==> src/rtl/div_share_ctrl.sv <==
// -----------------------------------------------------------------------------
// div_share_ctrl
//
// Shares one combinational 7-bit / 4-bit array divider between two requesters.
// A grant latches the winner's operands onto the divider inputs. They are held
// for SETTLE_CYCLES cycles while the ripple chain settles. The quotient and
// remainder are then registered and returned with a one-cycle ack. Operand
// pairs whose quotient cannot fit in 4 bits, and divide-by-zero, are answered
// immediately with err=1 and never wait on the divider.
//
// Optional feature: define DIV_SHARE_STATS_EN to add the op_count/err_count
// statistics outputs.
//
// Ports:
//   clk, rst_n        clock, synchronous active-low reset
//   req0/dvd0/dvs0    requester 0: level request (held until ack0), operands
//   req1/dvd1/dvs1    requester 1: level request (held until ack1), operands
//   ack0, ack1        one-cycle result-valid pulses (never both high)
//   quo, rem, err     registered result; held until the next response
//   busy              high whenever the sequencer is not idle
//   div_D, div_d      registered dividend/divisor driven to the divider
//   div_q, div_r      quotient/remainder returned by the divider
//   op_count          (DIV_SHARE_STATS_EN) responses with err=0, wraps at 255
//   err_count         (DIV_SHARE_STATS_EN) responses with err=1, wraps at 255
// -----------------------------------------------------------------------------
module div_share_ctrl #(
    parameter int unsigned SETTLE_CYCLES = 3   // legal range 1..15
) (
    input  logic       clk,
    input  logic       rst_n,
    input  logic       req0,
    input  logic [6:0] dvd0,
    input  logic [3:0] dvs0,
    input  logic       req1,
    input  logic [6:0] dvd1,
    input  logic [3:0] dvs1,
    output logic       ack0,
    output logic       ack1,
    output logic [3:0] quo,
    output logic [3:0] rem,
    output logic       err,
    output logic       busy,
    output logic [6:0] div_D,
    output logic [3:0] div_d,
    input  logic [3:0] div_q,
    input  logic [3:0] div_r
`ifdef DIV_SHARE_STATS_EN
    ,
    output logic [7:0] op_count,
    output logic [7:0] err_count
`endif
);

    typedef enum logic [1:0] {
        IDLE   = 2'd0,
        SETTLE = 2'd1,
        RESP   = 2'd2
    } state_t;

    localparam logic [3:0] CNT_LOAD = 4'(SETTLE_CYCLES - 1);

    state_t     state_q, state_d;
    logic [3:0] cnt_q,   cnt_d;
    logic       ptr_q,   ptr_d;     // preferred requester when both request
    logic       gid_q,   gid_d;     // id of the requester being served
    logic [6:0] dvd_q,   dvd_d;
    logic [3:0] dvs_q,   dvs_d;
    logic [3:0] quo_q,   quo_d;
    logic [3:0] rem_q,   rem_d;
    logic       err_q,   err_d;
    logic       ack0_q,  ack0_d;
    logic       ack1_q,  ack1_d;

    // Arbitration: requester 1 wins if it is alone, or if both request and
    // the pointer prefers it.
    logic       gnt1;
    logic [6:0] sel_dvd;
    logic [3:0] sel_dvs;
    logic [7:0] dvs_x16;
    logic       err_cond;

    assign gnt1    = req1 & (~req0 | ptr_q);
    assign sel_dvd = gnt1 ? dvd1 : dvd0;
    assign sel_dvs = gnt1 ? dvs1 : dvs0;

    // The quotient fits in 4 bits only when dividend < divisor*16. The 8-bit
    // product cannot overflow (max 15*16 = 240).
    assign dvs_x16  = {sel_dvs, 4'b0000};
    assign err_cond = (sel_dvs == 4'd0) | ({1'b0, sel_dvd} >= dvs_x16);

    always_comb begin
        state_d = state_q;
        cnt_d   = cnt_q;
        ptr_d   = ptr_q;
        gid_d   = gid_q;
        dvd_d   = dvd_q;
        dvs_d   = dvs_q;
        quo_d   = quo_q;
        rem_d   = rem_q;
        err_d   = err_q;
        ack0_d  = 1'b0;
        ack1_d  = 1'b0;

        case (state_q)
            IDLE: begin
                if (req0 | req1) begin
                    gid_d = gnt1;
                    ptr_d = ~gnt1;        // the loser is preferred next time
                    dvd_d = sel_dvd;
                    dvs_d = sel_dvs;
                    if (err_cond) begin
                        // Respond at once; the divider output is never used.
                        quo_d   = 4'd0;
                        rem_d   = 4'd0;
                        err_d   = 1'b1;
                        ack0_d  = ~gnt1;
                        ack1_d  = gnt1;
                        state_d = RESP;
                    end else begin
                        cnt_d   = CNT_LOAD;
                        state_d = SETTLE;
                    end
                end
            end

            SETTLE: begin
                if (cnt_q == 4'd0) begin
                    quo_d   = div_q;
                    rem_d   = div_r;
                    err_d   = 1'b0;
                    ack0_d  = ~gid_q;
                    ack1_d  = gid_q;
                    state_d = RESP;
                end else begin
                    cnt_d = cnt_q - 4'd1;
                end
            end

            RESP: begin
                // Always passes through IDLE so the requester has a cycle
                // to drop its level request before it is sampled again.
                state_d = IDLE;
            end

            default: state_d = IDLE;
        endcase
    end

    always_ff @(posedge clk) begin
        if (!rst_n) begin
            state_q <= IDLE;
            cnt_q   <= 4'd0;
            ptr_q   <= 1'b0;
            gid_q   <= 1'b0;
            dvd_q   <= 7'd0;
            dvs_q   <= 4'd0;
            quo_q   <= 4'd0;
            rem_q   <= 4'd0;
            err_q   <= 1'b0;
            ack0_q  <= 1'b0;
            ack1_q  <= 1'b0;
        end else begin
            state_q <= state_d;
            cnt_q   <= cnt_d;
            ptr_q   <= ptr_d;
            gid_q   <= gid_d;
            dvd_q   <= dvd_d;
            dvs_q   <= dvs_d;
            quo_q   <= quo_d;
            rem_q   <= rem_d;
            err_q   <= err_d;
            ack0_q  <= ack0_d;
            ack1_q  <= ack1_d;
        end
    end

    assign ack0  = ack0_q;
    assign ack1  = ack1_q;
    assign quo   = quo_q;
    assign rem   = rem_q;
    assign err   = err_q;
    assign busy  = (state_q != IDLE);
    assign div_D = dvd_q;
    assign div_d = dvs_q;

`ifdef DIV_SHARE_STATS_EN
    logic [7:0] op_cnt_q;
    logic [7:0] err_cnt_q;

    // One count per RESP cycle, split by the error flag being presented.
    always_ff @(posedge clk) begin
        if (!rst_n) begin
            op_cnt_q  <= 8'd0;
            err_cnt_q <= 8'd0;
        end else if (state_q == RESP) begin
            if (err_q) err_cnt_q <= err_cnt_q + 8'd1;
            else       op_cnt_q  <= op_cnt_q + 8'd1;
        end
    end

    assign op_count  = op_cnt_q;
    assign err_count = err_cnt_q;
`endif

endmodule

==> config.mk <==
export PLATFORM = sky130hd
export DESIGN_NAME = div_share_ctrl
export DESIGN_NICKNAME = d
export VERILOG_FILES = /design/src/rtl/div_share_ctrl.sv
export SDC_FILE = /design/constraint.sdc
export NUM_CORES = 1
export LEC_CHECK = 0
export BUFFER_PORTS_ARGS = -buffer_cell sky130_fd_sc_hd__buf_2
export CAP_MARGIN = 15
export CORE_UTILIZATION = 50
export DETAILED_ROUTE_END_ITERATION = 10
export GPL_TIMING_DRIVEN = 0
export PLACE_DENSITY = 0.84
export SKIP_LAST_GASP = 1
export SLEW_MARGIN = 30
export SYNTH_ARGS = -nofsm -noshare
export SYNTH_HDL_FRONTEND = slang
export SYNTH_SLANG_ARGS = --single-unit
==> constraint.sdc <==
create_clock -name clk -period 5.9 [get_ports clk]
set_input_delay 0.295 -clock clk [delete_from_list [all_inputs] [get_ports clk]]
set_output_delay 0.295 -clock clk [all_outputs]
set_load 0.005 [all_outputs]
After elaboration in Yosys (flattened, before gate mapping)
Cells that the tools add are included.
{"block": "totals", "reg_bits": 30, "word_cells": 63, "out_inout_bits": 23}
{"block": "classes", "n_addsub": 1, "reduce_logical": 9, "order_cmp": 1, "bitwise_logic": 7, "n_eq_ne": 6, "muxes": 28}
{"op": "$mux 4", "count": 8}
{"op": "$pmux 4 s2", "count": 3}
{"op": "$ne 2x2->1 const B", "count": 5}
{"op": "$mux 1", "count": 9}
{"op": "$ge 7x8->1", "count": 1}
{"op": "$logic_not 4->1", "count": 2}
{"op": "$reduce_and 4->1", "count": 2}
{"op": "$mux 7", "count": 1}
{"op": "$mux 2", "count": 3}
{"op": "$pmux 1 s2", "count": 3}
{"op": "$pmux 2 s2", "count": 1}
{"op": "$reduce_and 2->1", "count": 2}
{"op": "$reduce_bool 2->1", "count": 2}
{"op": "$sub 4x1->4 const B", "count": 1}
{"op": "$not 1->1", "count": 3}
{"op": "$or 1x1->1", "count": 3}
{"op": "$eq 2x1->1 const B", "count": 1}
{"op": "$logic_not 2->1", "count": 1}
{"op": "$and 1x1->1", "count": 1}

Depth between registers and ports, before layout
{"block": "depth", "word_depth": 9, "ltp_mapped": 12}

Least setup slack after synthesis
OpenSTA, ideal clock, no wires.
{"block": "synth_path", "path_kind": "register to register", "startpoint": "register ptr_q", "endpoint": "register err_q (netlist: err)", "setup_slack_ns": 3.379, "path_buffers": 2, "synth_period_minus_slack_ns": 2.521, "path_stages_with_launch": 11, "arrival_ns": 2.402, "setup_ns": 0.119, "path_cell_list": "dfxtp_1 -> nand2b_4 -> nand2_1 -> clkbuf_1 -> mux2i_1 -> ha_1 -> o21ai_0 -> a211o_1 -> clkbuf_1 -> a31oi_1 -> o221a_2"}
{"block": "synth_between", "elab_chain_cells": 7, "word_cells_on_any_way": 9}
{"item": "start, declared", "line": "64", "rtl": "logic ptr_q, ptr_d;"}
{"item": "start signal, assigned", "line": "165", "rtl": "ptr_q <= ptr_d;"}
{"item": "$or 1x1->1 *", "line": "82", "rtl": "assign gnt1 = req1 & (~req0 | ptr_q);"}
{"item": "$and 1x1->1 *", "line": "82"}
{"item": "$mux 7 or $mux 4 (tied branches)", "line": "83, 84"}
{"item": "$ge 7x8->1 or $logic_not 4->1 (tied branches)", "line": "89", "rtl": "assign err_cond = (sel_dvs == 4'd0) | ({1'b0, sel_dvd} >= dvs_x16);"}
{"item": "$or 1x1->1 *", "line": "89"}
{"item": "$ne 2x2->1 (no source line) *"}
{"item": "$reduce_and 4->1 (no source line) *"}
{"item": "end signal, assigned", "line": "171", "rtl": "err_q <= err_d;"}
{"item": "end, declared", "line": "70", "rtl": "logic err_q, err_d;"}
Mark *: on every way between the ends. The rest lies on a longest branch, timed or not.
A chain may end at the register's enable or synchronous reset.

Worst setup path in the final report
Same ends and word-level chain as after synthesis.

==> flow_metrics.py <==
metrics = {
    "floorplanning": {
        "rows": 20,
        "start_util_pct": 53.9,
        "die_w_microns": 59.8,
        "die_h_microns": 59.8,
        "ios": 57,
        "core_sq_mm": 0.00310,
        "dieArea_sq_mm": 0.00358,
    },
    "timing": {
        "fin_setup_tns_ns": 0,
        "fin_crit_sh_pct": 51.1,
        "finalHoldViolations": 0,
        "drv_slew": 0,
        "post-route-min-period_ns": 3.02,
        "setup_ws_ns": 2.88,
        "rsz0062_at_grt": "false",
        "max_freq_ghz": 0.332,
        "finalClockSkew_ns": 0.0106,
        "tightest_slew_ns": 0.641,
        "setup_viol": 0,
        "slew_headroom_pct": 56.9,
    },
    "synthesis": {
        "synth_common_cells": "dfxtp_1, nand2_1, clkbuf_1, nor2b_1, nand4_1",
        "yosys.area_share.simple_pct": 24.2,
        "synthXorXnorAreaFrac_pct": 0,
        "syn-num-nets": 228,
        "synth-compound-area-share_pct": 28.8,
        "muxShareOfSynthArea_pct": 2.47,
        "synth_top_area_share_pct": 35.9,
        "ys_ff_latch": 30,
        "synth_ff_type": "dfxtp_1",
        "synth_top_area_cell": "dfxtp_1",
        "async_flop_share_pct": 0,
        "syn_area_sq_mm": 0.00167,
        "yosys.area_share.adder_pct": 3.74,
        "synth.distinct_cells": 43,
        "synth_area_leaders": "dfxtp_1, nand2_1, o211a_1, nor2b_1, ha_1",
        "seq_area_frac_synth_pct": 35.9,
        "synth.most_common_cell": "dfxtp_1",
        "ys_warn_count": 0,
        "synth_edf_count": 0,
        "synth_area_per_cell_sq_um": 8.85,
        "synth_top_family_by_area": "compound AO/OA/AOI/OAI gates",
        "syn_inst": 189,
    },
    "global_routing": {
        "grt_pass1_vias": 1493,
        "antenna_found_initial": 0,
        "track_usage_pct": 24.3,
        "grt_overflow_total": 0,
        "grt_pass1_wl_microns": 6620,
        "grt_max_degree": 11,
    },
    "placement": {
        "dp_worst_setup_slack_ns": 2.90,
        "numPortBuffers": 56,
        "place_congestion": 0.812,
        "post_dp_cell_area_sq_mm": 0.00201,
        "dp_hpwl_microns": 2930,
    },
    "flow_run": {
        "drv_cap": 0,
    },
    "detailed_routing": {
        "wl_per_cell_microns": 13.3,
        "final_antenna_net_count": 0,
        "routed-via-count": 1648,
        "drt_iter0_markers": 68,
        "drc": 0,
        "drt-pass1-iter-count": 4,
        "finalWirelength_microns": 3940,
        "viasPerCell": 5.55,
    },
    "setup_path": {
        "worst-path-max-fanout": 10,
        "crit_path_start_kind": "flop",
        "critPathArrivalTime_ns": 3.24,
        "crit_type": "reg -> reg",
        "crit_path_end_kind": "flop",
        "critPathRequiredTime_ns": 6.12,
    },
    "finish": {
        "finalNetCount": 291,
        "finalCoreUtilization_pct": 66.7,
        "finalInstanceArea_sq_mm": 0.00207,
        "fillers": 279,
        "areaGrowthSynthToFinish_pct": 23.6,
        "antenna_cells": 0,
        "drive_above_1_share_pct": 32.0,
    },
    "clock_tree": {
        "cts_max_level": 2,
        "cts_tree": "yes",
        "cts.clk_slew.worst_paths_ns": 0.10,
        "numCtsBuffers": 5,
        "clkSinkCount": 30,
        "cts-root-buf": "clkbuf_4",
        "cts-hold-fix-buffers": 0,
        "cts_resized": 0,
        "clkLatencyLatePin_ns": 0.32,
        "cts_setup_buffers": 0,
        "clk_path_buf_depth": 2,
    },
    "power_and_ir_drop": {
        "power.leakage_nw": 0.996,
        "p_per_area_mw_per_mm2": 346,
        "vdd_drop_max_mv": 0.198,
    },
    "worst_hold_path": {
        "hp-class": "in -> reg",
    },
    "outcome": {
        "outcome": "complete, no violations",
    },
}
per-layer routing:
metal | GRT usage (%) | part of all wire, %
met5 | 0 | 0
met1 | 34.3 | 49
met2 | 37.5 | 46
met3 | 4.55 | 4.3
met4 | 7.31 | 0.89
power breakdown:
group          total [W]  internal [W]  switching (W)
Combinational   0.000305      0.000139       0.000166
Clock           0.000127     0.0000577      0.0000689
Sequential      0.000283      0.000253      0.0000295
Total           0.000715      0.000450       0.000265
sequential cells by signal (all words and copies together) (netlist names), 2 cells and up:
name and cells:
cnt_q 4, div_D 7, div_d 4, quo 4
rem 4, state_q 2
cell type report:
type,count,area (sq um),share of cell area (%)
buffer,15,67.6,3.27
clock buffer,7,55.1,2.66
clock inverter,1,5.00,0.242
inverter,4,15.0,0.726
multi-input combinational,140,990,47.9
sequential,30,601,29.0
tap,44,55.1,2.66
timing repair buffer,56,280,13.6
cell usage in the layout (no fill, tap or decap), types with 5 or more instances in the layout:
cell and instances:
nand3_1 7, a21boi_0 8, nand2_1 25, nor3_1 5, o211a_1 8, clkbuf_4 5, a22oi_1 8, nand4_1 9
ha_1 5, nor2b_1 11, buf_2 59, dfxtp_1 30, clkbuf_1 12, nor2_1 6
path summary, 6_finish.rpt:
| check | slack (ns) | start | end | cells past startpoint |
|---|---|---|---|---|
| worst max-delay path | 2.88 | ptr_q | err | 10 |
| worst min-delay path | 0.30 | div_r[2] | rem[2] | 3 |
| worst max register to register | 2.88 | ptr_q | err | 10 |
| worst min register to register | 0.49 | cnt_q[1] | cnt_q[1] | 2 |
worst max-delay path, cell delays in order, from the launching register on:
cell	delay [ns]
dfxtp_1	0.32
nand2b_4	0.16
nand2_1	0.27
clkbuf_1	0.42
mux2i_1	0.32
ha_1	0.30
o21ai_0	0.17
a211o_1	0.19
clkbuf_1	0.36
a31oi_1	0.15
o221a_2	0.26
cells by family after synthesis:
family | Yosys count
adders and majority gates | 5
and+or+nand+nor | 76
buffers and inverters | 19
AOI/OAI and AO/OA | 55
muxes | 4
DFF | 30
per-stage QoR:
step                power (W)  hold slack, ns  std cells
CTS                  0.000716           0.302        297
global placement     0.000585           0.477        289
detailed placement   0.000592           0.483        289
global route         0.000773           0.316        297
finish               0.000715           0.297        297
floorplan            0.000493           0.454        189
No activity file was read; power rests on OpenSTA's default activity.
